## config.mk

```make
export PLATFORM = sky130hd
export DESIGN_NAME = f1_sweep
export DESIGN_NICKNAME = d
export VERILOG_FILES = /design/src/rtl/f1_pkg.sv /design/src/rtl/f1_rail_drv.sv /design/src/rtl/f1_sweep.sv
export SDC_FILE = /design/constraint.sdc
export NUM_CORES = 1
export LEC_CHECK = 0
export CAP_MARGIN = 25
export CELL_PAD_IN_SITES_DETAIL_PLACEMENT = 0
export CELL_PAD_IN_SITES_GLOBAL_PLACEMENT = 2
export CORE_MARGIN = 5
export CORE_UTILIZATION = 42
export DETAILED_ROUTE_END_ITERATION = 12
export DONT_BUFFER_PORTS = 1
export PLACE_DENSITY_LB_ADDON = 0.1
export SLEW_MARGIN = 20
export SYNTH_ARGS = -nofsm -noshare
export SYNTH_HDL_FRONTEND = slang
export SYNTH_SLANG_ARGS = --single-unit
export TNS_END_PERCENT = 10
```

## constraint.sdc

```tcl
create_clock -name clk -period 13.15 [get_ports clk]
set_input_delay 2.63 -clock clk [delete_from_list [all_inputs] [get_ports clk]]
set_output_delay 2.63 -clock clk [all_outputs]
set_load 0.01 [all_outputs]
```

## src/rtl/f1_pkg.sv

```systemverilog
// f1_sweep shared types: FSM state encoding, minterm sizing, popcount.
// Imported by f1_sweep and f1_rail_drv.
package f1_pkg;

   typedef enum logic [1:0] {
      ST_IDLE,
      ST_SETTLE,
      ST_SAMPLE,
      ST_DONE
   } state_t;

   localparam int IDX_W     = 4;
   localparam int N_MINTERM = 16;

   function automatic logic [4:0] popcount16(
      input logic [N_MINTERM-1:0] v
   );
      logic [4:0] n;
      n = '0;
      for (int i = 0; i < N_MINTERM; i++)
         n = n + {4'd0, v[i]};
      return n;
   endfunction

endpackage

```

## src/rtl/f1_rail_drv.sv

```systemverilog
// Dual-rail driver: holds the minterm index and drives true/complement rails.
// Ports: clk, rst_n, i_idx_nxt (next index), o_idx (current index), o_a..o_d2 rails.
module f1_rail_drv
   import f1_pkg::*;
(
   input  logic             clk,
   input  logic             rst_n,
   input  logic [IDX_W-1:0] i_idx_nxt,
   output logic [IDX_W-1:0] o_idx,
   output logic             o_a,
   output logic             o_a2,
   output logic             o_b,
   output logic             o_b2,
   output logic             o_c,
   output logic             o_c2,
   output logic             o_d,
   output logic             o_d2
);

   logic [IDX_W-1:0] r_idx;

   always_ff @(posedge clk or negedge rst_n) begin
      if (!rst_n)
         r_idx <= '0;
      else
         r_idx <= i_idx_nxt;
   end

   // Both rails come off the same flop, so a pair can never agree.
   assign o_idx = r_idx;
   assign o_a   = r_idx[3];
   assign o_a2  = ~r_idx[3];
   assign o_b   = r_idx[2];
   assign o_b2  = ~r_idx[2];
   assign o_c   = r_idx[1];
   assign o_c2  = ~r_idx[1];
   assign o_d   = r_idx[0];
   assign o_d2  = ~r_idx[0];

endmodule

```

## src/rtl/f1_sweep.sv

```systemverilog
// Exhaustive 16-minterm sweep of the f1 cell with truth-table capture and compare.
// Ports: clk, rst_n, start, expected, f_in in; a..d2 rails, busy, done, truth, mismatch, err_cnt, xz_seen out.
module f1_sweep
   import f1_pkg::*;
#(
   parameter int SETTLE = 2
)
(
   input  logic                 clk,
   input  logic                 rst_n,
   input  logic                 start,
   input  logic [N_MINTERM-1:0] expected,
   input  logic                 f_in,
   output logic                 a,
   output logic                 a2,
   output logic                 b,
   output logic                 b2,
   output logic                 c,
   output logic                 c2,
   output logic                 d,
   output logic                 d2,
   output logic                 busy,
   output logic                 done,
   output logic [N_MINTERM-1:0] truth,
   output logic                 mismatch,
   output logic [4:0]           err_cnt,
   output logic                 xz_seen
);

   localparam int CNT_W = (SETTLE > 1) ? $clog2(SETTLE) : 1;
   localparam logic [CNT_W-1:0] CNT_LAST = CNT_W'(SETTLE - 1);
   localparam logic [IDX_W-1:0] IDX_LAST = IDX_W'(N_MINTERM - 1);

   state_t               r_state;
   state_t               w_state_nxt;
   logic [CNT_W-1:0]     r_cnt;
   logic [CNT_W-1:0]     w_cnt_nxt;
   logic [IDX_W-1:0]     w_idx;
   logic [IDX_W-1:0]     w_idx_nxt;
   logic [N_MINTERM-1:0] r_truth;
   logic [N_MINTERM-1:0] w_truth_nxt;
   logic [N_MINTERM-1:0] r_exp;
   logic                 r_mis;
   logic [4:0]           r_err;
   logic                 r_xz;
   logic                 w_smp;
   logic                 w_xz;
   logic                 w_accept;

   f1_rail_drv u_rail (
      .clk       (clk),
      .rst_n     (rst_n),
      .i_idx_nxt (w_idx_nxt),
      .o_idx     (w_idx),
      .o_a       (a),
      .o_a2      (a2),
      .o_b       (b),
      .o_b2      (b2),
      .o_c       (c),
      .o_c2      (c2),
      .o_d       (d),
      .o_d2      (d2)
   );

   // Only a clean 1 counts as true; X/Z is flagged and stored as 0.
   assign w_smp    = (f_in === 1'b1);
   assign w_xz     = (f_in !== 1'b0) && (f_in !== 1'b1);
   assign w_accept = (r_state == ST_IDLE) && start;

   always_ff @(posedge clk or negedge rst_n) begin
      if (!rst_n) begin
         r_state <= ST_IDLE;
         r_cnt   <= '0;
      end else begin
         r_state <= w_state_nxt;
         r_cnt   <= w_cnt_nxt;
      end
   end

   always_comb begin
      w_state_nxt = r_state;
      w_cnt_nxt   = r_cnt;
      w_idx_nxt   = w_idx;
      w_truth_nxt = r_truth;
      w_truth_nxt[w_idx] = w_smp;
      unique case (r_state)
         ST_IDLE: begin
            if (start) begin
               w_state_nxt = ST_SETTLE;
               w_cnt_nxt   = '0;
               w_idx_nxt   = '0;
            end
         end
         ST_SETTLE: begin
            if (r_cnt == CNT_LAST) begin
               w_state_nxt = ST_SAMPLE;
               w_cnt_nxt   = '0;
            end else begin
               w_cnt_nxt = r_cnt + 1'b1;
            end
         end
         ST_SAMPLE: begin
            if (w_idx == IDX_LAST) begin
               w_state_nxt = ST_DONE;
            end else begin
               w_idx_nxt   = w_idx + IDX_W'(1);
               w_state_nxt = ST_SETTLE;
            end
         end
         ST_DONE: begin
            w_state_nxt = ST_IDLE;
         end
      endcase
   end

   always_ff @(posedge clk or negedge rst_n) begin
      if (!rst_n) begin
         r_truth <= '0;
         r_exp   <= '0;
         r_mis   <= 1'b0;
         r_err   <= '0;
         r_xz    <= 1'b0;
      end else if (w_accept) begin
         r_truth <= '0;
         r_exp   <= expected;
         r_mis   <= 1'b0;
         r_err   <= '0;
         r_xz    <= 1'b0;
      end else if (r_state == ST_SAMPLE) begin
         r_truth <= w_truth_nxt;
         if (w_xz)
            r_xz <= 1'b1;
         // Compare on the final sample so results are ready with done.
         if (w_idx == IDX_LAST) begin
            r_mis <= (w_truth_nxt != r_exp);
            r_err <= popcount16(w_truth_nxt ^ r_exp);
         end
      end
   end

   assign busy     = (r_state == ST_SETTLE) || (r_state == ST_SAMPLE);
   assign done     = (r_state == ST_DONE);
   assign truth    = r_truth;
   assign mismatch = r_mis;
   assign err_cnt  = r_err;
   assign xz_seen  = r_xz;

endmodule

```

==> summary.md <==
| Metric | Value |
|---|---|
| CTS Buf Count | `5` |
| Setup crit start | `f_in` |
| CP most frequent cell | `fa_1` |
| Antenna cells | `0` |
| RSZ-0062 raised after global routing | `false` |
| Sequential share of the synthesized area | `0.3937` |
| Antenna-violating nets left | `0` |
| Cell Area, Synth | `2924 um2` |
| Warnings, synthesis | `0` |
| WP data required | `13,330 ps` |
| Placer Congestion | `0.7597` |
| Yosys cell types | `38` |
| DR iter-0 viols | `95` |
| Nets | `349` |
| Bufs on Longest Clock Path | `2` |
| Fillers | `668` |
| Total wire length | `6715 um` |
| H-tree depth | `2` |
| Critical path's largest stage delay | `550 ps` |
| Final period util | `0.4623` |
| Rows | `30` |
| Tmin final | `6079 ps` |
| IO Pins | `53` |
| Main synth FF type | `dfrtp_1` |
| Hold path endpoint | `r_exp[4]$_DFFE_PN0P_` |
| WL/cell | `16.70 um` |
| Number of global-route vias before repair | `2,120` |
| Final Max Tran Viols | `0` |
| Highest net fanout along the worst path | `32` |
| Largest net degree at the start of global routing | `47` |
| Die height | `93.44 um` |
| Count of state elements after synthesis | `46` |
| Critical path class | `in -> reg` |
| Worst EP arrival | `6260 ps` |
| Sink Count | `46` |
| Die Footprint | `8731 um2` |
| Critical-path cell list | `mux2i_1, xor2_1, fa_1, inv_1, fa_1, fa_1, inv_1, fa_1, inv_1, ha_1, fa_1, a21oi_1, nor2_1, a22oi_1, nor2_1` |
| Clock Tree Root | `clkbuf_8` |
| Post-Syn Instances | `319` |
| Worst reg-to-reg path cell count | `17` |
| Slack of the worst reg-to-reg path | `8060 ps` |
| RR Endpoint | `err_cnt[4]$_DFFE_PN0P_` |
| Core area | `6794 um2` |
| P&R area growth vs syn | `4.964%` |
| HP Class | `reg -> reg` |
| Fin Clk Skew | `5.444 ps` |
| Most frequent cells in the layout | `nand2_1, dfrtp_1, mux2i_1` |
| Post-CTS Setup Repair Bufs | `0` |
| CTS tree | `done` |
| Hold Crit Start | `r_exp[4]$_DFFE_PN0P_` |
| Outcome | `finished clean` |
| DR vias | `2,030` |
| Crit path capture type | `flop` |
| Initial Utilization | `0.4304` |
| Global route overflow | `0` |
| Share of flip-flops with an asynchronous set or reset | `1.000` |
| Reg-to-reg startpoint | `u_rail.o_idx[0]$_DFFE_PN0P_` |
| HPWL after DPL | `4756 um` |
| DIE WIDTH | `93.44 um` |
| Post-route setup TNS | `0 ps` |
| Avg Cell Area, Syn | `9.166 um2` |
| Rel. slew slack | `0.3955` |
| First-pass GRT wire length | `11,430 um` |
| Max-cap violations | `0` |
| DRT Pass-1 Iters | `4` |
| Initial antenna violation count | `0` |
| Residual DRC | `0` |
| Worst hold margin | `506.7 ps` |
| CP max stage cell | `fa_1` |
| Post-cts hold buffer count | `0` |
| Layout cells sized above 1 | `0.02941` |
| Final Setup Violations | `0` |
| Clock slew at reported path FFs | `90 ps` |
| Final Hold Viols | `0` |
| EDFF count, synth | `0` |
| GRT Total Usage | `0.1689` |
| Buffers on Ports | `0` |
| Vias per inst | `5.050` |
| Syn_nets | `363` |
| Hold-critical path depth | `2` |
| Post-CTS resize count | `0` |
| Worst slew pin tran | `906.8 ps` |
| Clock latency on the worst-skew pair | `300 ps` |
| End-of-flow core utilization | `0.4518` |
| Fmax | `164.5 MHz` |
| CP Launch Type | `input port` |
| Commonest non-fill, non-tap cell in the layout | `nand2_1` |
[state kept, by name, indices dropped and copies added (netlist names)]
name and flops:
mismatch 1, xz_seen 1, r_exp 16, r_cnt 1, u_rail.o_idx 4, err_cnt 5, truth 16, r_state 2
[through the flow]
step	std cells	cell area (um2)	setup slack, ps
after global placement	394	2955	6816
after CTS	402	3069	7071
after global routing	402	3069	6871
after floorplan	319	2924	6368
after detailed placement	394	2955	6760
final	402	3069	7071
[final cells by class]
class	instances	area (um2)	area share
sequential	46	1151	0.3751
multi-input combinational	235	1617	0.5267
inverter	16	60.06	0.01957
clock buffer	5	68.82	0.02242
tap	96	120.1	0.03914
clock inverter	3	45.04	0.01468
timing repair buffer	1	7.507	0.002446
[cell usage after synthesis (7+ instances only)]
| master | n | share of area |
|---|---|---|
| a21oi_1 | 11 | 0.019 |
| clkbuf_1 | 12 | 0.015 |
| dfrtp_1 | 46 | 0.39 |
| fa_1 | 10 | 0.068 |
| ha_1 | 14 | 0.060 |
| inv_1 | 16 | 0.021 |
| mux2i_1 | 31 | 0.11 |
| nand2_1 | 71 | 0.091 |
| nand3_1 | 21 | 0.036 |
| nor2_1 | 20 | 0.026 |
| o21ai_0 | 7 | 0.012 |
| xnor2_1 | 14 | 0.042 |
[logic make-up (layout without fill, tap and decap cells)]
| family | count (synthesis) | after routing | synth area share |
|---|---|---|---|
| fa+ha+maj | 24 | 24 | 0.1284 |
| flops | 46 | 46 | 0.3937 |
| mux | 31 | 31 | 0.1061 |
| buf+inv | 38 | 25 | 0.05348 |
| simple gates | 134 | 134 | 0.2058 |
| xor+xnor | 19 | 19 | 0.05691 |
| compound gates | 27 | 27 | 0.05563 |
[how the worst max path moves through the flow]
stage                     slack (ps)                      to  cells after the start
after floorplan                 6370  err_cnt[4]$_DFFE_PN0P_                     17
after global placement          6820  err_cnt[4]$_DFFE_PN0P_                     15
after detailed placement        6760  err_cnt[4]$_DFFE_PN0P_                     15
after CTS                       7070  err_cnt[4]$_DFFE_PN0P_                     15
after global routing            6870  err_cnt[4]$_DFFE_PN0P_                     15
final                           7070  err_cnt[4]$_DFFE_PN0P_                     15
[critical path: cells and delay by family]
kind                       cells  cell delay (ps)
adders and majority gates      6             2750
AOI/OAI and AO/OA              2              310
buffers and inverters          3              160
muxes                          1              150
xor gates and xnor gates       1              130
and+or+nand+nor                2              110
[layer usage]
layer | part of all wire | global-route usage
met1 | 0.49 | 0.2411
met2 | 0.46 | 0.2573
met3 | 0.042 | 0.03862
met4 | 0.011 | 0.04396
met5 | 0 | 0
Power is not shown: default switching activity piles up to over one toggle a cycle in this logic, so the estimate is an artifact.
==> variant 1 (config.mk and constraints unchanged) <==
Make the reset (`rst_n`) synchronous in 3 clocked blocks.
--- a/src/rtl/f1_rail_drv.sv
+++ b/src/rtl/f1_rail_drv.sv
@@ -19,7 +19,7 @@
 
    logic [IDX_W-1:0] r_idx;
 
-   always_ff @(posedge clk or negedge rst_n) begin
+   always_ff @(posedge clk) begin
       if (!rst_n)
          r_idx <= '0;
       else
--- a/src/rtl/f1_sweep.sv
+++ b/src/rtl/f1_sweep.sv
@@ -67,7 +67,7 @@
    assign w_xz     = (f_in !== 1'b0) && (f_in !== 1'b1);
    assign w_accept = (r_state == ST_IDLE) && start;
 
-   always_ff @(posedge clk or negedge rst_n) begin
+   always_ff @(posedge clk) begin
       if (!rst_n) begin
          r_state <= ST_IDLE;
          r_cnt   <= '0;
@@ -113,7 +113,7 @@
       endcase
    end
 
-   always_ff @(posedge clk or negedge rst_n) begin
+   always_ff @(posedge clk) begin
       if (!rst_n) begin
          r_truth <= '0;
          r_exp   <= '0;
Function: differs if rst_n is asserted again (counterexample within 4 cycles, from zero or initial values and one cycle with rst_n low); with rst_n held inactive, the same outputs for 10 cycles.
==> variant 1 against the unedited design <==
  * Area after synthesis is 4.5% lower
  * Hold slack got worse by 27 ps
  * Cell area down 6.4%
  * Routed wire length fell by 2.5%
  * Highest routed layer unchanged
  * Worst setup slack worse by 30 ps
  * Sequential cell count down 1
  * Clock skew is 7.4 ps higher
  * First-iteration DRC count down 3.2%
  * Cell count fell by 3.2%
  * Critical endpoint is now err_cnt[2]$_SDFFE_PP0P_
  * Register-to-register slack lost 60 ps
==> variant 1: results (changes against the unedited design) <==
Finish
  • Finished Layout Cells: 389 (-3.2%)
  • Antenna Cells: 0 (unchanged)
  • Layout cells sized above 1: 4.49% (+1.5 points)
  • Final net count: 355 (+1.7%)
  • Layout fillers: 670 (+0.30%)

Drt
  • DR vias: 1995 (-1.7%)
  • Detailed Route WL: 6.55 mm (-2.5%)
  • Starting DRT DRC Count: 92 (-3.2%)
  • DRT Pass-1 Iters: 4 (unchanged)

Placed design
  • Final GP Congestion: 0.898 (+18%)
  • Detailed Place HPWL: 4.94 mm (+3.8%)
  • IO buf count: 0 (unchanged)
  • Inst Count DP: 381 (-3.3%)
  • Worst slack at placement: 6720 ps (-40.1 ps)

Clock network
  • CTS buffer count: 5 (unchanged)
  • H-tree depth: 2 (unchanged)
  • PostCTS Resize Cnt: 0 (unchanged)
  • Worst-Skew Late Latency: 300 ps (about the same)
  • Root Driver: clkbuf_8
  • Max Root-Sink Buffers: 2 (unchanged)
  • Reg clk slew, reported paths: 80 ps
  • Post-CTS Setup Bufs: 0 (unchanged)

Global routing
  • Vias in the first global route: 2066 (-2.5%)
  • First-pass GRT wire length: 11.0 mm (-3.9%)
  • Largest net degree at the start of global routing: 33 (-30%)
  • Initial antenna violation count: 0 (unchanged)
  • GRT Util Overall: 16.3% (-0.55 points)

Power and ir drop
  • Lkg Pwr: 0.00125 uW
  • Peak VDD IR: 0.0000617 V

Logic synthesis
  • Synth Flop Type: dfxtp_1
  • Seq/Total Area, Yosys: 32.3% (-7.1 points)
  • Main area contributors after synthesis: dfxtp_1 (32%), mux2i_1 (9.7%), nand2_1 (7.8%)
  • Ys async rst share: 0% (-100 points)
  • Netlist cell types: 39 (+2.6%)
  • Post-synth top cells: nand2_1 (58), dfxtp_1 (45), mux2i_1 (27)
  • Post-Syn Nets: 371 (+2.2%)
  • Mapped Avg Cell Area: 8.54 um^2 (-6.8%)
  • Ys Warns: 0 (unchanged)

STA
  • Post-route setup TNS: 0 ps (unchanged)
  • Relative slew slack: 41.0% (+1.5 points)
  • Skew final: 12.8 ps (+7.39 ps)

Worst hold path
  • Hold Path Class: register to register

Status
  • Status: complete, no violations

Critical path
  • CP max FO: 32 (unchanged)
  • Slowest cell on the critical path: fa_1
  • Crit-path max cell delay: 530 ps (-20 ps)
-- variant 1: cell count changes after synthesis, moves of 3 or more --
cell,change
nor2b_1,+5
and2_1,+3
mux2i_1,-4
dfxtp_1,+45
inv_1,+5
nand2_1,-13
dfrtp_1,-46
nand3_1,-7
a21boi_0,+16
nand3b_1,-4
nand4_1,+8
-- variant 1: layout make-up --
class,count,area (um^2),share of cell area [%]
Multi-Input combinational cell,238,1700,59.0
Sequential cell,45,901,31.4
Clock buffer,7,96.3,3.35
Clock inverter,1,5.00,0.174
Tap cell,77,96.3,3.35
Inverter,21,78.8,2.74
-- variant 1: cell families (layout without fill, tap and decap cells) --
logic type,after synthesis,after routing,share of synthesized area (%)
AO/OA/AOI/OAI,41,41,9.41
XOR/XNOR,19,19,6.50
adder cells (fa/ha/maj),24,24,13.4
buffers and inverters,44,29,7.03
flip-flops,45,45,32.3
multiplexers,27,27,9.68
other,1,1,0.134
AND/OR/NAND/NOR,126,126,21.6
-- variant 1: per-stage QoR --
stage	utilization, %	total power (uW)	cell area [um^2]
CTS	44.7	433	2870
global placement	43.2	334	2770
global route	44.7	469	2870
finish	44.7	424	2870
detailed placement	43.2	335	2770
floorplan	-	302	2790
-- variant 1: worst paths after layout --
| path | startpoint | to | slack [ps] | cells after the start |
|---|---|---|---|---|
| max | f_in | err_cnt[2]$_SDFFE_PP0P_ | 7040 | 16 |
| min | r_exp[13]$_SDFFE_PN0P_ | r_exp[13]$_SDFFE_PN0P_ | 480 | 2 |
| max reg2reg | u_rail.o_idx[2]$_SDFFE_PN0P_ | err_cnt[2]$_SDFFE_PP0P_ | 8000 | 17 |
| min reg2reg | r_exp[13]$_SDFFE_PN0P_ | r_exp[13]$_SDFFE_PN0P_ | 480 | 2 |
-- variant 1: metal layers --
metal	track usage [%]	vias to the layer above	routed length (um)
met2	24.8	52	2760
met5	0	-	0
met4	3.89	0	79
met1	23.5	896	3380
li1	-	1039	-
met3	3.64	8	330
-- variant 1: power by group --
| group | internal (uW) | total [uW] | switching [uW] |
|---|---|---|---|
| Clock | 47.6 | 95.5 | 47.9 |
| Combinational | 68.8 | 169 | 100 |
| Sequential | 148 | 159 | 11.0 |
| Total | 265 | 424 | 159 |
-- variant 1: worst max-delay path: cells and delay by family --
family                   cells  cell delay (ps)
XOR/XNOR                     1              220
AND/OR/NAND/NOR              3              280
AO/OA/AOI/OAI                1              130
multiplexers                 1              150
buffers and inverters        4              250
adder cells (fa/ha/maj)      6             2580
==> variant 2 (same flow settings) <==
Made on the original files. Set the package constant `N_MINTERM` to 24 (it was 16).
--- a/src/rtl/f1_pkg.sv
+++ b/src/rtl/f1_pkg.sv
@@ -10,7 +10,7 @@
    } state_t;
 
    localparam int IDX_W     = 4;
-   localparam int N_MINTERM = 16;
+   localparam int N_MINTERM = 24;
 
    function automatic logic [4:0] popcount16(
       input logic [N_MINTERM-1:0] v
Interface: changed (resized expected and truth); port bits go from 53 to 69. The function was not compared with the original's and may differ.
==> variant 2 against the unedited design <==
  * Worst setup slack worse by 590 ps
  * Die area increased by 18%
  * Cell area increased by 18%
  * Area after synthesis increased by 20%
  * Sequential cell count rose by 8
  * Routed wire length up 21%
  * First-iteration DRC count shrank 33%
  * Sequential share of layout area down 0.083 points
Power is left out: the tool's default activity adds up to more than one toggle a clock period on the data nets, which glitch-free logic cannot reach.
==> variant 2: results (changes against the unedited design) <==
Critical path
  • Slowest cell on the critical path: fa_1
  • CP max FO: 32 (unchanged)
  • Critical path arrival: 6840 ps (+580 ps)

Placed design
  • Worst slack at placement: 6150 ps (-611 ps)
  • IO buf count: 0 (unchanged)
  • Detailed Place HPWL: 6.08 mm (+28%)
  • Final GP Congestion: 0.793 (+4.3%)

Logic synthesis
  • Ys async rst share: 100% (unchanged)
  • Ys Warns: 0 (unchanged)
  • Synth Flop Type: dfrtp_1
  • Post-synth top cells: nand2_1 (94), dfrtp_1 (54), mux2i_1 (31)
  • Fraction of synthesized area in multiplexers: 8.81% (-1.8 points)
  • Compound-Gate Fraction of Synth Area: 5.29% (-0.27 points)
  • Adder-Cell Fraction of Synth Area: 15.0% (+2.2 points)
  • Fraction of synthesized cell area in xor and xnor cells: 4.72% (-0.97 points)
  • Main area contributors after synthesis: dfrtp_1 (38%), nand2_1 (10%), fa_1 (9.7%)
  • Seq/Total Area, Yosys: 38.4% (-1.0 points)
  • Netlist cell types: 41 (+7.9%)

Finish
  • Layout cells sized above 1: 3.81% (+0.87 points)
  • Biggest register: r_exp
  • Max reg flops: 24
  • Layout fillers: 844 (+26%)
  • Final net count: 426 (+22%)

Global routing
  • GRT overflow: 0 (unchanged)
  • Largest net degree at the start of global routing: 55 (+17%)
  • Initial antenna violation count: 0 (unchanged)
  • GRT Util Overall: 16.0% (-0.92 points)
  • First-pass GRT wire length: 12.8 mm (+12%)
  • Vias in the first global route: 2406 (+13%)

Clock network
  • Max Root-Sink Buffers: 2 (unchanged)
  • PostCTS Resize Cnt: 0 (unchanged)
  • Hold_buf cts: 0 (unchanged)
  • CTS buffer count: 5 (unchanged)
  • H-tree depth: 2 (unchanged)
  • Post-CTS Setup Bufs: 0 (unchanged)
  • Worst-Skew Late Latency: 310 ps
  • Reg clk slew, reported paths: 100 ps

Drt
  • DRT Pass-1 Iters: 4 (unchanged)
  • WL met3: 444 um (+57%)
  • Avg Vias per Cell: 5.09 (+0.78%)
  • DR WL met2: 3.67 mm (+19%)
  • DR top layer: met4
  • M1 WL: 3.92 mm (+19%)
  • Starting DRT DRC Count: 64 (-33%)
  • Detailed Route WL: 8.10 mm (+21%)

Status
  • Status: complete, no violations

STA
  • Pins Over Slew Limit: 0 (unchanged)
  • Skew final: 11.3 ps (+5.88 ps)
  • Relative slew slack: 39.9% (+0.33 points)

Worst hold path
  • Hold Path Class: register to register
variant 2: worst paths after layout:
| check | start | to | slack [ps] | cells past startpoint |
|---|---|---|---|---|
| worst max-delay path | f_in | err_cnt[4]$_DFFE_PN0P_ | 6480 | 15 |
| worst min-delay path | r_exp[8]$_DFFE_PN0P_ | r_exp[8]$_DFFE_PN0P_ | 510 | 2 |
| worst max register to register | u_rail.o_idx[0]$_DFFE_PN0P_ | err_cnt[4]$_DFFE_PN0P_ | 7510 | 18 |
| worst min register to register | r_exp[8]$_DFFE_PN0P_ | r_exp[8]$_DFFE_PN0P_ | 510 | 2 |
| max in group asynchronous | rst_n | truth[4]$_DFFE_PN0P_ | 11060 | 0 |
| min in group asynchronous | rst_n | r_exp[10]$_DFFE_PN0P_ | 2000 | 0 |
variant 2: layer usage:
layer | vias to the layer above | GRT usage (%)
li1 | 1170 | -
met1 | 1168 | 23.1
met2 | 59 | 24.4
met3 | 5 | 3.79
met4 | 0 | 3.37
met5 | - | 0
variant 2: cell type report:
| class | instances | area (um^2) | area share, % |
|---|---|---|---|
| repair buffers | 1 | 7.51 | 0.208 |
| inverters | 30 | 113 | 3.12 |
| well taps | 105 | 131 | 3.64 |
| multi-input cells | 274 | 1910 | 53.0 |
| clock buffers | 6 | 82.6 | 2.29 |
| flip-flops and latches | 54 | 1350 | 37.4 |
| clock inverters | 2 | 12.5 | 0.347 |
variant 2: cells by family after synthesis:
logic type | Yosys count
AND/OR/NAND/NOR | 153
buffers and inverters | 62
flip-flops | 54
adder cells (fa/ha/maj) | 32
AO/OA/AOI/OAI | 31
multiplexers | 31
XOR/XNOR | 19
other | 1
variant 2: stage by stage:
step | utilization (%) | cell area (um^2) | instances
after floorplan | - | 3550 | 390
after global placement | 43.0 | 3520 | 464
after detailed placement | 43.0 | 3520 | 464
after CTS | 44.2 | 3610 | 472
after global routing | 44.2 | 3610 | 472
final | 44.2 | 3610 | 472
variant 2: worst max-delay path, delay by kind of cell:
kind                     cells  cell delay, ps
multiplexers                 1             170
adder cells (fa/ha/maj)      7            3190
AO/OA/AOI/OAI                3             390
XOR/XNOR                     1             310
buffers and inverters        3             150
